[src/rtl/edge_event_pkg.sv]
// Shared types, width helper and reset constants for the edge event arbiter.
package edge_event_pkg;

   typedef enum logic {
      ST_IDLE  = 1'b0,
      ST_OFFER = 1'b1
   } state_t;

   // Index width for n channels, never narrower than one bit
   function automatic int idx_w(input int n);
      return (n <= 1) ? 1 : $clog2(n);
   endfunction

   localparam state_t RST_STATE = ST_IDLE;
   localparam logic   RST_VALID = 1'b0;

endpackage

[src/rtl/edge_event_arbiter_rr_pick.sv]
// Combinational round-robin picker: first set request scanning ptr, ptr+1, ... with wrap.
module edge_event_rr_pick
   import edge_event_pkg::*;
#(
   parameter int NUM_CH = 4,
   parameter int IDX_W  = idx_w(NUM_CH)
) (
   input  logic [NUM_CH-1:0] req,
   input  logic [IDX_W-1:0]  ptr,
   output logic              any,
   output logic [IDX_W-1:0]  idx
);

   // Scan from the farthest offset down so the nearest one to ptr is assigned last
   always_comb begin
      any = 1'b0;
      idx = '0;
      for (int k = NUM_CH - 1; k >= 0; k--) begin
         if (req[(int'(ptr) + k) % NUM_CH]) begin
            any = 1'b1;
            idx = IDX_W'((int'(ptr) + k) % NUM_CH);
         end
      end
   end

endmodule

[src/rtl/edge_event_arbiter.sv]
// Trailing-edge event latch with round-robin valid/ready delivery.
// Optional sticky overrun flags: define EDGE_EVENT_ARB_OVERRUN_EN.
module edge_event_arbiter
   import edge_event_pkg::*;
#(
   parameter int NUM_CH = 4,
   parameter int IDX_W  = idx_w(NUM_CH)
) (
   input  logic              clk,
   input  logic              ares,
   input  logic              sres,
   input  logic              ld_en,
   input  logic [NUM_CH-1:0] Level_In,
   output logic              Ev_Valid,
   input  logic              Ev_Ready,
   output logic [IDX_W-1:0]  Ev_Chan,
   output logic [NUM_CH-1:0] Ev_Pend
`ifdef EDGE_EVENT_ARB_OVERRUN_EN
   ,
   output logic [NUM_CH-1:0] Overrun
`endif
);

   state_t              state;
   logic [NUM_CH-1:0]   level_delay;
   logic [IDX_W-1:0]    rr_ptr;
   logic [NUM_CH-1:0]   edge_vec;
   logic [NUM_CH-1:0]   grant_vec;
   logic [NUM_CH-1:0]   pend_next;
   logic [IDX_W-1:0]    ptr_after;
   logic                handshake;
   logic [NUM_CH-1:0]   pick_req;
   logic [IDX_W-1:0]    pick_ptr;
   logic                pick_any;
   logic [IDX_W-1:0]    pick_idx;

   assign edge_vec  = {NUM_CH{ld_en}} & ~Level_In & level_delay;
   assign handshake = Ev_Valid & Ev_Ready;
   assign ptr_after = IDX_W'((int'(Ev_Chan) + 1) % NUM_CH);

   always_comb begin
      grant_vec = '0;
      for (int i = 0; i < NUM_CH; i++) begin
         grant_vec[i] = handshake & (Ev_Chan == IDX_W'(i));
      end
   end

   // A same-cycle edge re-arms a channel even while it is being granted
   assign pend_next = (Ev_Pend & ~grant_vec) | edge_vec;

   // Idle offers from the registered pending vector, giving edge-to-valid latency of two
   assign pick_req = (state == ST_OFFER) ? pend_next : Ev_Pend;
   assign pick_ptr = (state == ST_OFFER && Ev_Ready) ? ptr_after : rr_ptr;

   edge_event_rr_pick #(
      .NUM_CH (NUM_CH),
      .IDX_W  (IDX_W)
   ) u_pick (
      .req (pick_req),
      .ptr (pick_ptr),
      .any (pick_any),
      .idx (pick_idx)
   );

   always_ff @(posedge clk or posedge ares) begin
      if (ares) begin
         state       <= RST_STATE;
         Ev_Valid    <= RST_VALID;
         Ev_Chan     <= '0;
         Ev_Pend     <= '0;
         level_delay <= '0;
         rr_ptr      <= '0;
      end else if (sres) begin
         state       <= RST_STATE;
         Ev_Valid    <= RST_VALID;
         Ev_Chan     <= '0;
         Ev_Pend     <= '0;
         level_delay <= '0;
         rr_ptr      <= '0;
      end else begin
         if (ld_en) begin
            level_delay <= Level_In;
         end
         Ev_Pend <= pend_next;
         case (state)
            ST_IDLE: begin
               if (pick_any) begin
                  state    <= ST_OFFER;
                  Ev_Valid <= 1'b1;
                  Ev_Chan  <= pick_idx;
               end
            end
            ST_OFFER: begin
               if (Ev_Ready) begin
                  rr_ptr <= ptr_after;
                  if (pick_any) begin
                     Ev_Chan <= pick_idx;
                  end else begin
                     state    <= ST_IDLE;
                     Ev_Valid <= 1'b0;
                  end
               end
            end
            default: begin
               state    <= ST_IDLE;
               Ev_Valid <= 1'b0;
            end
         endcase
      end
   end

`ifdef EDGE_EVENT_ARB_OVERRUN_EN
   // Flag a second edge that lands on a channel still waiting to be served
   always_ff @(posedge clk or posedge ares) begin
      if (ares) begin
         Overrun <= '0;
      end else if (sres) begin
         Overrun <= '0;
      end else begin
         Overrun <= Overrun | (edge_vec & Ev_Pend & ~grant_vec);
      end
   end
`endif

endmodule

[config.mk]
export PLATFORM = sky130hd
export DESIGN_NAME = edge_event_arbiter
export DESIGN_NICKNAME = d
export VERILOG_FILES = /design/src/rtl/edge_event_pkg.sv /design/src/rtl/edge_event_arbiter_rr_pick.sv /design/src/rtl/edge_event_arbiter.sv
export SDC_FILE = /design/constraint.sdc
export NUM_CORES = 1
export LEC_CHECK = 0
export ABC_AREA = 1
export CAP_MARGIN = 15
export CORE_UTILIZATION = 34
export DETAILED_ROUTE_END_ITERATION = 10
export PLACE_DENSITY = 0.58
export SLEW_MARGIN = 10
export SYNTH_ARGS = -nofsm -noshare
export SYNTH_HDL_FRONTEND = slang
export SYNTH_SLANG_ARGS = --single-unit
[constraint.sdc]
create_clock -name clk -period 3.5 [get_ports clk]
set_clock_uncertainty 0.15 [all_clocks]
set_input_delay 0.35 -clock clk [delete_from_list [all_inputs] [get_ports clk]]
set_output_delay 0.35 -clock clk [all_outputs]
set_load 0.01 [all_outputs]
==> metrics.cfg <==
[status]
status = finished clean

[finish]
layout.nets = 162
mostFrequentLayoutCells = nand2_1 (33), nand3_1 (24), inv_1 (15), clkdlybuf4s50_1 (15), dfrtp_1 (14)
final_cells = 179
mostFrequentLayoutCell = nand2_1
drive_gt1_share_pct = 14.9
n_antenna_cell = 0
synthToLayoutAreaGrowth_pct = 21.5

[timing]
whs_ps = 246
max_freq_ghz = 0.444
slew_headroom_pct = 63.2
tightest_slew_ps = 552
maxSlewViolCount = 0
layout_min_cycle_time_ps = 2250
setup_violations = 0
grt_setup_unrepaired = false
setup_tns_ps = 0
hold_viol = 0
fin_crit_sh_pct = 64.4

[setup_path]
r2r_slack_ps = 1250
cp.required_ps = 3540
reg2reg_to = Ev_Chan[1]$_DFFE_PP0P_
cp-end-kind = register
r2r_start = Ev_Chan[0]$_DFFE_PP0P_
critPathArrivalTime_ps = 2290
crit_path_max_fanout = 7
start_kind = register
rr_worst_depth = 12
worstSetupPathType = register to register

[global_route]
grt_pass1_vias = 824
gr-max-usage-layer = met2
gr-total-overflow = 0
grt_antenna_before_repair = 0
grt_pass1_wl_um = 3550
gr-usage-met2_pct = 27.4
grt_max_degree = 15
grtUsageMet1_pct = 17.4
grt_use_total_pct = 14.9
grtUsageMet3_pct = 4.88

[clock_tree]
cts_setup_buffers = 0
htreeDepth = 1
clock_sinks = 14
clk_pin_slew_ps = 90
cts_resized = 0
worstSkewPairLatency_ps = 290
cts_made_buffers = 3
cts_hold_buffers = 0
tritoncts = yes
root_buffer = clkbuf_4
cts_buffer_depth = 2

[placed_design]
gp_congestion = 0.787
io_buffers = 15
placed_cells = 175
dp_hpwl_um = 1640

[power]
internal_power_uw = 469
combinationalPowerShare_pct = 60.9
ir_drop_uv = 379
clkPwrFrac_pct = 13.5
p_per_area_mw_per_mm2 = 764
power_frac_seq_pct = 25.6
swShare_pct = 48.3
switchingPower_uw = 438
p_leak_uw = 0.000601

[logic_synthesis]
synth_nets = 145
synth_seq_cells = 14
synthDistinctLibCells = 21
syn_inst = 132
yosys_warnings = 0
avgSynthCellArea_um2 = 7.39
yosysSeqAreaShare_pct = 35.9
synth_area_um2 = 976

[route]
drtIter0Drc = 13
vias_per_cell = 4.85
postRouteAntennaNets = 0
routed-via-count = 869
routedWlPerCell_um = 11.6
remaining_drc_errors = 0
wirelength_um = 2080
drt_pass1_iterations = 4

[die]
core_area_mm2 = 0.00273
die_w_um = 55.6
die_y_um = 55.6
rows = 19
initial_core_util_pct = 35.7
io_pins = 16
fp.dieArea_mm2 = 0.00309

[flow_run]
max_cap_violations = 0

[worst_hold_path]
holdCritPathClass = input port to async pin

power by group through the flow:
stage | combinational (uW) | clock [uW] | sequential (uW)
global placement | 552 | 0 | 235
global route | 633 | 135 | 239
finish | 552 | 123 | 232
detailed placement | 555 | 0 | 236
CTS | 557 | 125 | 233
floorplan | 454 | 0 | 222
synthesized netlist by cell type, drive strengths merged:
cell type	n	area (um2)
a21oi	9	45.0
buf	1	7.51
clkbuf	2	7.51
dfrtp	14	350
ha	4	50.1
inv	16	60.1
nand2	41	184
nand3	24	120
nor2	7	36.3
o21ai	7	57.6
o21bai	1	7.51
or2	4	25.0
xnor2	1	8.76
xor2	1	16.3
registers in the layout (all words and copies together) (netlist names):
register,cells
rr_ptr,2
Ev_Chan,2
state,1
Ev_Valid,1
Ev_Pend,4
level_delay,4
metrics by stage:
step                setup slack (ps)  utilization, %  cell area (um2)  total power (uW)
floorplan                       1420               -              976               677
global placement                1010            42.1             1150               786
detailed placement               949            42.1             1150               790
CTS                             1220            43.4             1190               915
global route                    1100            43.4             1190              1010
finish                          1250            43.4             1190               907
how the worst max path moves through the flow:
stage / start / to / slack (ps) / cells after the start
6_report: Ev_Chan[0]$_DFFE_PP0P_ / Ev_Chan[1]$_DFFE_PP0P_ / 1250 / 12
5_1_grt: Ev_Chan[0]$_DFFE_PP0P_ / Ev_Chan[0]$_DFFE_PP0P_ / 1100 / 12
4_1_cts: Ev_Chan[0]$_DFFE_PP0P_ / Ev_Chan[1]$_DFFE_PP0P_ / 1220 / 12
3_5_place_dp: Ev_Ready / Ev_Chan[1]$_DFFE_PP0P_ / 950 / 14
3_3_place_gp: Ev_Ready / Ev_Chan[1]$_DFFE_PP0P_ / 1010 / 14
2_1_floorplan: Ev_Chan[0]$_DFFE_PP0P_ / Ev_Chan[1]$_DFFE_PP0P_ / 1420 / 12
worst max-delay path: stages (launching register included):
cell and delay [ps]:
dfrtp_1 510, inv_1 110, ha_1 340, o21ai_4 290, xnor2_1 140, nand2_2 120, nand2_4 60, nor2_4 120
nand2_2 70, nand2_2 80, inv_1 50, nand3_1 60, nand2_1 50
layer usage:
metal | part of all wire, % | vias to the layer above | wire length, um
li1 | - | 454 | -
met2 | 51 | 24 | 1060
met4 | 0 | 0 | 0
met3 | 4.4 | 0 | 92
met5 | 0 | - | 0
met1 | 45 | 391 | 925
layout make-up:
class | count | area [um2]
fill | 270 | 1550
multi-input combinational | 99 | 551
sequential | 14 | 350
timing repair buffer | 15 | 150
inverter | 16 | 60.1
tap | 31 | 38.8
clock buffer | 4 | 36.3
cells by family after synthesis:
group                      Yosys count  synth area share (%)
AOI/OAI and AO/OA                   17                  11.3
xor gates and xnor gates             2                  2.56
adders and majority gates            4                  5.13
buffers and inverters               19                  7.69
DFF                                 14                  35.9
and+or+nand+nor                     76                  37.4
Note: power is estimated with default switching activity, not from simulation.
